## src/rtl/hazard_stall_ctrl.sv

```systemverilog
// Pipeline hazard detector and SRAM access sequencer; drives IF/ID holds, flush and ID/EX bubble.
// Hazard outputs are combinational (0 cycles); superStall covers SRAM_LATENCY cycles, mem_ready one cycle later.
// superStall freezes the pipeline and masks branch flush and bubble insertion; mem_req is ignored in DONE.
module hazard_stall_ctrl #(
    parameter int SRAM_LATENCY = 6
) (
    input  logic        clk,
    input  logic        rst,
    input  logic        forward_en,
    input  logic [4:0]  id_src1,
    input  logic [4:0]  id_src2,
    input  logic        id_two_src,
    input  logic        exe_wb_en,
    input  logic        exe_mem_read,
    input  logic [4:0]  exe_dest,
    input  logic        mem_wb_en,
    input  logic [4:0]  mem_dest,
    input  logic        mem_req,
    input  logic        branch_taken,
    output logic        stall,
    output logic        loadForwardStall,
    output logic        superStall,
    output logic        flush_if_id,
    output logic        id_bubble,
    output logic        mem_ready,
    output logic [31:0] stall_cycles
);

    localparam logic [1:0] IDLE = 2'd0;
    localparam logic [1:0] BUSY = 2'd1;
    localparam logic [1:0] DONE = 2'd2;
    localparam logic [3:0] LAT  = SRAM_LATENCY[3:0];

    logic [1:0]  state;
    logic [3:0]  cnt;
    logic [31:0] stall_cnt;

    logic haz_src1, haz_src2, lu_src1, lu_src2;
    logic raw, load_use;
    logic stall_raw, lfs_raw, super_raw, ready_raw, hold;

    assign haz_src1 = (id_src1 != 5'd0) &&
                      ((exe_wb_en && (exe_dest == id_src1)) || (mem_wb_en && (mem_dest == id_src1)));
    assign haz_src2 = (id_src2 != 5'd0) &&
                      ((exe_wb_en && (exe_dest == id_src2)) || (mem_wb_en && (mem_dest == id_src2)));
    assign lu_src1  = (id_src1 != 5'd0) && exe_mem_read && (exe_dest == id_src1);
    assign lu_src2  = (id_src2 != 5'd0) && exe_mem_read && (exe_dest == id_src2);

    assign raw       = haz_src1 | (id_two_src & haz_src2);
    assign load_use  = lu_src1 | (id_two_src & lu_src2);
    assign stall_raw = ~forward_en & raw;
    assign lfs_raw   = forward_en & load_use;

    // A request seen in IDLE freezes the pipeline in that same cycle.
    always_comb begin
        super_raw = 1'b0;
        ready_raw = 1'b0;
        case (state)
            IDLE:    super_raw = mem_req;
            BUSY:    super_raw = 1'b1;
            DONE:    ready_raw = 1'b1;
            default: super_raw = 1'b0;
        endcase
    end

    assign hold = stall_raw | lfs_raw | super_raw;

    always_ff @(posedge clk) begin
        if (rst) begin
            state     <= IDLE;
            cnt       <= 4'd0;
            stall_cnt <= 32'd0;
        end else begin
            if (hold && (stall_cnt != 32'hFFFF_FFFF)) begin
                stall_cnt <= stall_cnt + 32'd1;
            end
            case (state)
                IDLE: begin
                    if (mem_req) begin
                        cnt   <= 4'd1;
                        state <= (LAT == 4'd1) ? DONE : BUSY;
                    end
                end
                BUSY: begin
                    cnt <= cnt + 4'd1;
                    if ((cnt + 4'd1) == LAT) begin
                        state <= DONE;
                    end
                end
                DONE:    state <= IDLE;
                default: state <= IDLE;
            endcase
        end
    end

    // Everything is held low while reset is asserted, including the combinational paths.
    assign stall            = ~rst & stall_raw;
    assign loadForwardStall = ~rst & lfs_raw;
    assign superStall       = ~rst & super_raw;
    assign mem_ready        = ~rst & ready_raw;
    assign flush_if_id      = ~rst & branch_taken & ~super_raw;
    assign id_bubble        = ~rst & (stall_raw | lfs_raw | branch_taken) & ~super_raw;
    assign stall_cycles     = rst ? 32'd0 : stall_cnt;

endmodule

```

## config.mk

```make
export PLATFORM = sky130hd
export DESIGN_NAME = hazard_stall_ctrl
export DESIGN_NICKNAME = d
export VERILOG_FILES = /design/src/rtl/hazard_stall_ctrl.sv
export SDC_FILE = /design/constraint.sdc
export NUM_CORES = 1
export LEC_CHECK = 0
export ABC_AREA = 1
export CAP_MARGIN = 20
export CORE_AREA = 4 4 85 79
export DETAILED_ROUTE_END_ITERATION = 8
export DIE_AREA = 0 0 89 83
export DONT_BUFFER_PORTS = 1
export GPL_TIMING_DRIVEN = 0
export PLACE_DENSITY = 0.61
export SLEW_MARGIN = 25
export SYNTH_ARGS = -nofsm -noshare
export SYNTH_HDL_FRONTEND = slang
export SYNTH_SLANG_ARGS = --single-unit
```

## constraint.sdc

```tcl
create_clock -name clk -period 3.1 [get_ports clk]
set_input_delay 0.31 -clock clk [delete_from_list [all_inputs] [get_ports clk]]
set_output_delay 0.31 -clock clk [all_outputs]
set_load 0.05 [all_outputs]
```

# Yosys cells after proc, flatten, opt, wreduce, memory -nomap -nowiden
# Index checks and enable logic that the tools add are counted.
# totals
output_inout_bits	38
regBits	38
wordCells	62
rom_bits	0
latch_bits	0
in_bits	29
memories	0
ramBits	0
# classes
n_reduce_logical	19
shift	0
addsub	2
bitwise	20
mul	0
magnitude_cmp	0
muxes	8
div	0
n_eq_ne	10
# ops
cell	count
$add A32 B1 Y32 const B	1
$mux W32	1
$ne A32 B32 Y1 const B	1
$eq A5 B5 Y1	4
$and A1 B1 Y1	12
$logic_and A1 B1 Y1	11
$reduce_bool A5 Y1	2
$pmux W4 S2	1
$or A1 B1 Y1	5
$add A4 B1 Y4 const B	1
$eq A4 B3 Y1 const B	1
$mux W2	2
$mux W4	1
$ne A2 B2 Y1 const B	2
$pmux W2 S2	1
$reduce_and A2 Y1	2
$not A1 Y1	3
$eq A2 B1 Y1 const B	1
$eq A2 B2 Y1 const B	1
$logic_not A2 Y1	1
$logic_or A1 B1 Y1	2
$pmux W1 S2	1
$reduce_bool A2 Y1	1
$mux W1	1

# Longest topological paths before layout
# depth
depth_word	11
depth_mapped	15

# Least setup slack after synthesis
# OpenSTA, ideal clock, no wires.
# synth_path
path_type	register to output
from	register state[1]
to	output id_bubble
arrival_time_ns	1.745
path_stages_with_launch	7
slack_ns	1.045
path_buffers	0
cell_sequence	dfxtp_1 inv_1 nand2_1 inv_1 nor2_1 nand2_1 a31oi_1
# synth_between
elab_chain_cells	4
# synth_rtl
item	line	source
start: declaration	34	logic [1:0] state;
start signal: assignment	81	state <= (LAT == 4'd1) ? DONE : BUSY;
$eq A2 B1 Y1 or $logic_not A2 Y1 (tied branches)	58	case (state)
$pmux W1 S2 *	58	
$not A1 Y1 *	102	assign id_bubble = ~rst & (stall_raw | lfs_raw | branch_taken) & ~super_raw;
$and A1 B1 Y1 *	102	
end: declaration	24	output logic id_bubble,
# Mark *: on every way between the ends. The rest lies on a longest branch, timed or not.

# Worst setup path after layout
# Ends and elaborated chain as after synthesis.

==> summary.txt <==
Global route
  – Overall routing resource usage: a little under 20%
  – Grt ovf: 0
  – Vias in the first global route: ~2,600
  – Initial antenna violation count: 0
  – First-pass GRT wire length: between 10 and 15 mm
  – Largest net degree at the start of global routing: 12

Floorplanning
  – Initial core utilization: between 40% and 50%
  – Die height: ~83 µm
  – Die width: between 80 and 90 µm
  – Core Area: 5910 µm²
  – Ports: 67
  – Full die area: between 7000 and 8000 µm²
  – Core Rows: 27

Place
  – RePlAce Congestion: between 0.8 and 0.9
  – Placed Area: 2940 µm²
  – Number of I/O port buffers: 0
  – Setup WS pre-CTS: 1.09 ns
  – HPWL after DPL: approximately 5.4 mm

Setup path
  – RR Endpoint: stall_cnt[8]
  – R2r setup slk: about 1.1 ns
  – CP Cell Sequence: inv_1 > nand2_1 > inv_1 > nor2_1 > nand2_1 > a31oi_2
  – CP max-delay cell: a31oi_2
  – Max FO, Critical Path: 7
  – Arrival time worst endpoint: 2.00 ns
  – Critical path startpoint category: flop
  – Critical path capture point type: output pin
  – Reg2reg path depth: 13
  – Worst r2r src: stall_cnt[0]
  – WP data required: between 2 and 3 ns
  – Critical path type: reg2out
  – Slowest cell delay on critical path: between 0.5 and 0.6 ns

Logic synthesis
  – Top-count cell post-synth: nor2_1
  – Synth Area per Inst: 5.82 µm²
  – Synthesized area: roughly 2800 µm²
  – Post-synth top area share: between 20% and 30%
  – Synthesized Nets: 519
  – Synth Instances: 487
  – Most instantiated cells after synthesis: nor2_1, nand2_1, inv_1, nand3_1, dfxtp_1
  – Number of distinct library cells after synthesis: 32
  – Most area-hungry cell type in the Yosys netlist: dfxtp_1
  – Largest cells by area after synthesis: dfxtp_1, nor2_1, nand2_1
  – Asr flop ratio synth: 0%
  – Synth Register Bits: 38
  – Most used flip-flop cell after synthesis: dfxtp_1
  – Post-synth EDFFs: 0
  – Syn. warnings: 0
  – Sequential element share of the synthesized area: ~27%

STA
  – Final Setup Violations: 0
  – Fmax: around 0.43 GHz
  – Final period utilization: about three quarters
  – Slew Viols, Final: 0
  – RSZ-0062 raised after global routing: no
  – Worst-margin pin slew: ~0.98 ns
  – Final worst-path setup slack: 0.792 ns
  – Max-slew headroom: 34.4%
  – Final Hold Viols: 0
  – Min Tclk post-route: about 2.3 ns
  – Setup TNS: 0 ns
  – Worst Clk Skew: around 0.0084 ns

Hold path
  – HP Class: in2reg
  – Hold depth: 3
  – HP Start: mem_req
  – Hold Path End: state[0]

Drt
  – Routed WL: 6.90 mm
  – Iter 0 DRT Violations: 123
  – Vias per cell: approximately 5.0
  – Residual DRC count: 0
  – Drt wl/cell: around 12 µm
  – ANT nets after route: 0
  – Drt pass-1 iters: 4
  – Routed via count: ~2,800

Cells and area
  – Finished Core Util: between 50 and 60%
  – Share of cells above drive strength 1: between 8 and 9%
  – Register Area: 761 µm²
  – NumNets Final: approximately 530
  – Filler cells: about 690
  – Area delta synth->final: 7.32%
  – Number of diodes: 0
  – Area of the multi-input gates: roughly 1700 µm²
  – Finished Cell Area: slightly above 3000 µm²

CTS
  – Root Buffer: clkbuf_8
  – Setup repair bufs after CTS: 0
  – Worst-path clk slew: around 0.070 ns
  – CTS resizes: 0
  – Hold buffers post-CTS: 0
  – CTS tree: yes
  – Clk buf depth: 2
  – Cts bufs inserted: 5
  – Htree depth: 2
  – Clock Sinks: 38
  – Clk_lat worst skew: around 0.29 ns

Power
  – PwrDens: around 360 nW/µm²
  – Pleak: between 1 and 1.5 nW
  – Peak VDD IR: between 0.0002 and 0.00025 V
  – Power Total: 1.09 mW

Run status
  – Outcome: finished clean

Run
  – Maxcap violations: 0
==> power by group <==
group          switching [mW]  total, mW  internal (mW)
registers             0.00889      0.505          0.496
clock network           0.174      0.415          0.241
logic                   0.120      0.170         0.0498
==> sequential cells by signal, summed over array words and instances, names as in the netlist <==
| register | cells |
|---|---|
| cnt | 4 |
| stall_cnt | 32 |
| state | 2 |
==> cell type report <==
cell class	instances	share of cell area (%)
clock buffers	7	2.51
flip-flops and latches	38	25.0
multi-input cells	342	54.7
inverters	92	11.3
well taps	72	2.96
plain buffers	15	2.47
clock inverters	1	0.986
==> layer usage <==
metal / track usage [%] / vias up / part of all wire, %
met5: 0 / - / 0
met4: 4.06 / 0 / 1.0
met3: 3.97 / 7 / 5.3
met2: 29.4 / 63 / 44
met1: 28.1 / 1242 / 50
li1: - / 1514 / -
==> cells by family (layout without fill, tap and decap cells) <==
logic type | after synthesis | count (layout) | share of synthesized area, %
AND/OR/NAND/NOR | 283 | 283 | 45.4
buffers and inverters | 107 | 115 | 14.8
AO/OA/AOI/OAI | 44 | 44 | 7.94
flip-flops | 38 | 38 | 26.8
XOR/XNOR | 12 | 12 | 3.71
adder cells (fa/ha/maj) | 3 | 3 | 1.32
==> how the worst max path moves through the flow <==
stage	start	to	slack [ns]
detailed placement	stall_cnt[0]	stall_cnt[23]	1.09
finish	state[1]	id_bubble	0.79
global placement	state[1]	id_bubble	0.84
CTS	state[1]	id_bubble	0.77
global route	state[1]	id_bubble	0.59
floorplan	state[1]	id_bubble	1.04
==> layout by cell type, fill, tap and decap left out, types with 2 or more instances in the layout <==
cell	Yosys	routed
xnor2_1	6	6
inv_1	85	85
nand4_1	8	8
buf_2	9	9
xor2_1	6	6
ha_1	3	3
nand3b_1	2	2
inv_2	6	6
clkbuf_1	5	7
nand3_1	48	48
nand2_1	93	93
nor2_1	105	105
o21ai_0	6	6
clkbuf_8	0	5
nand3_2	3	3
a21oi_1	35	35
nor2_4	4	4
nor3_2	2	3
nand2_2	4	4
nor3_1	7	6
dfxtp_1	38	38
==> critical path: cells and delay by family, from the launching register on <==
family | cells | cell delay (ns)
buffers and inverters | 2 | 0.14
flip-flops | 1 | 0.33
AND/OR/NAND/NOR | 3 | 0.67
AO/OA/AOI/OAI | 1 | 0.58
==> stage by stage <==
| step | std cells | hold WS (ns) |
|---|---|---|
| 6_report | 567 | 0.399 |
| 3_5_place_dp | 559 | 0.472 |
| 2_1_floorplan | 487 | 0.457 |
| 5_1_grt | 567 | 0.395 |
| 3_3_place_gp | 559 | 0.469 |
| 4_1_cts | 567 | 0.389 |
Power figures use the tool's default switching activity.
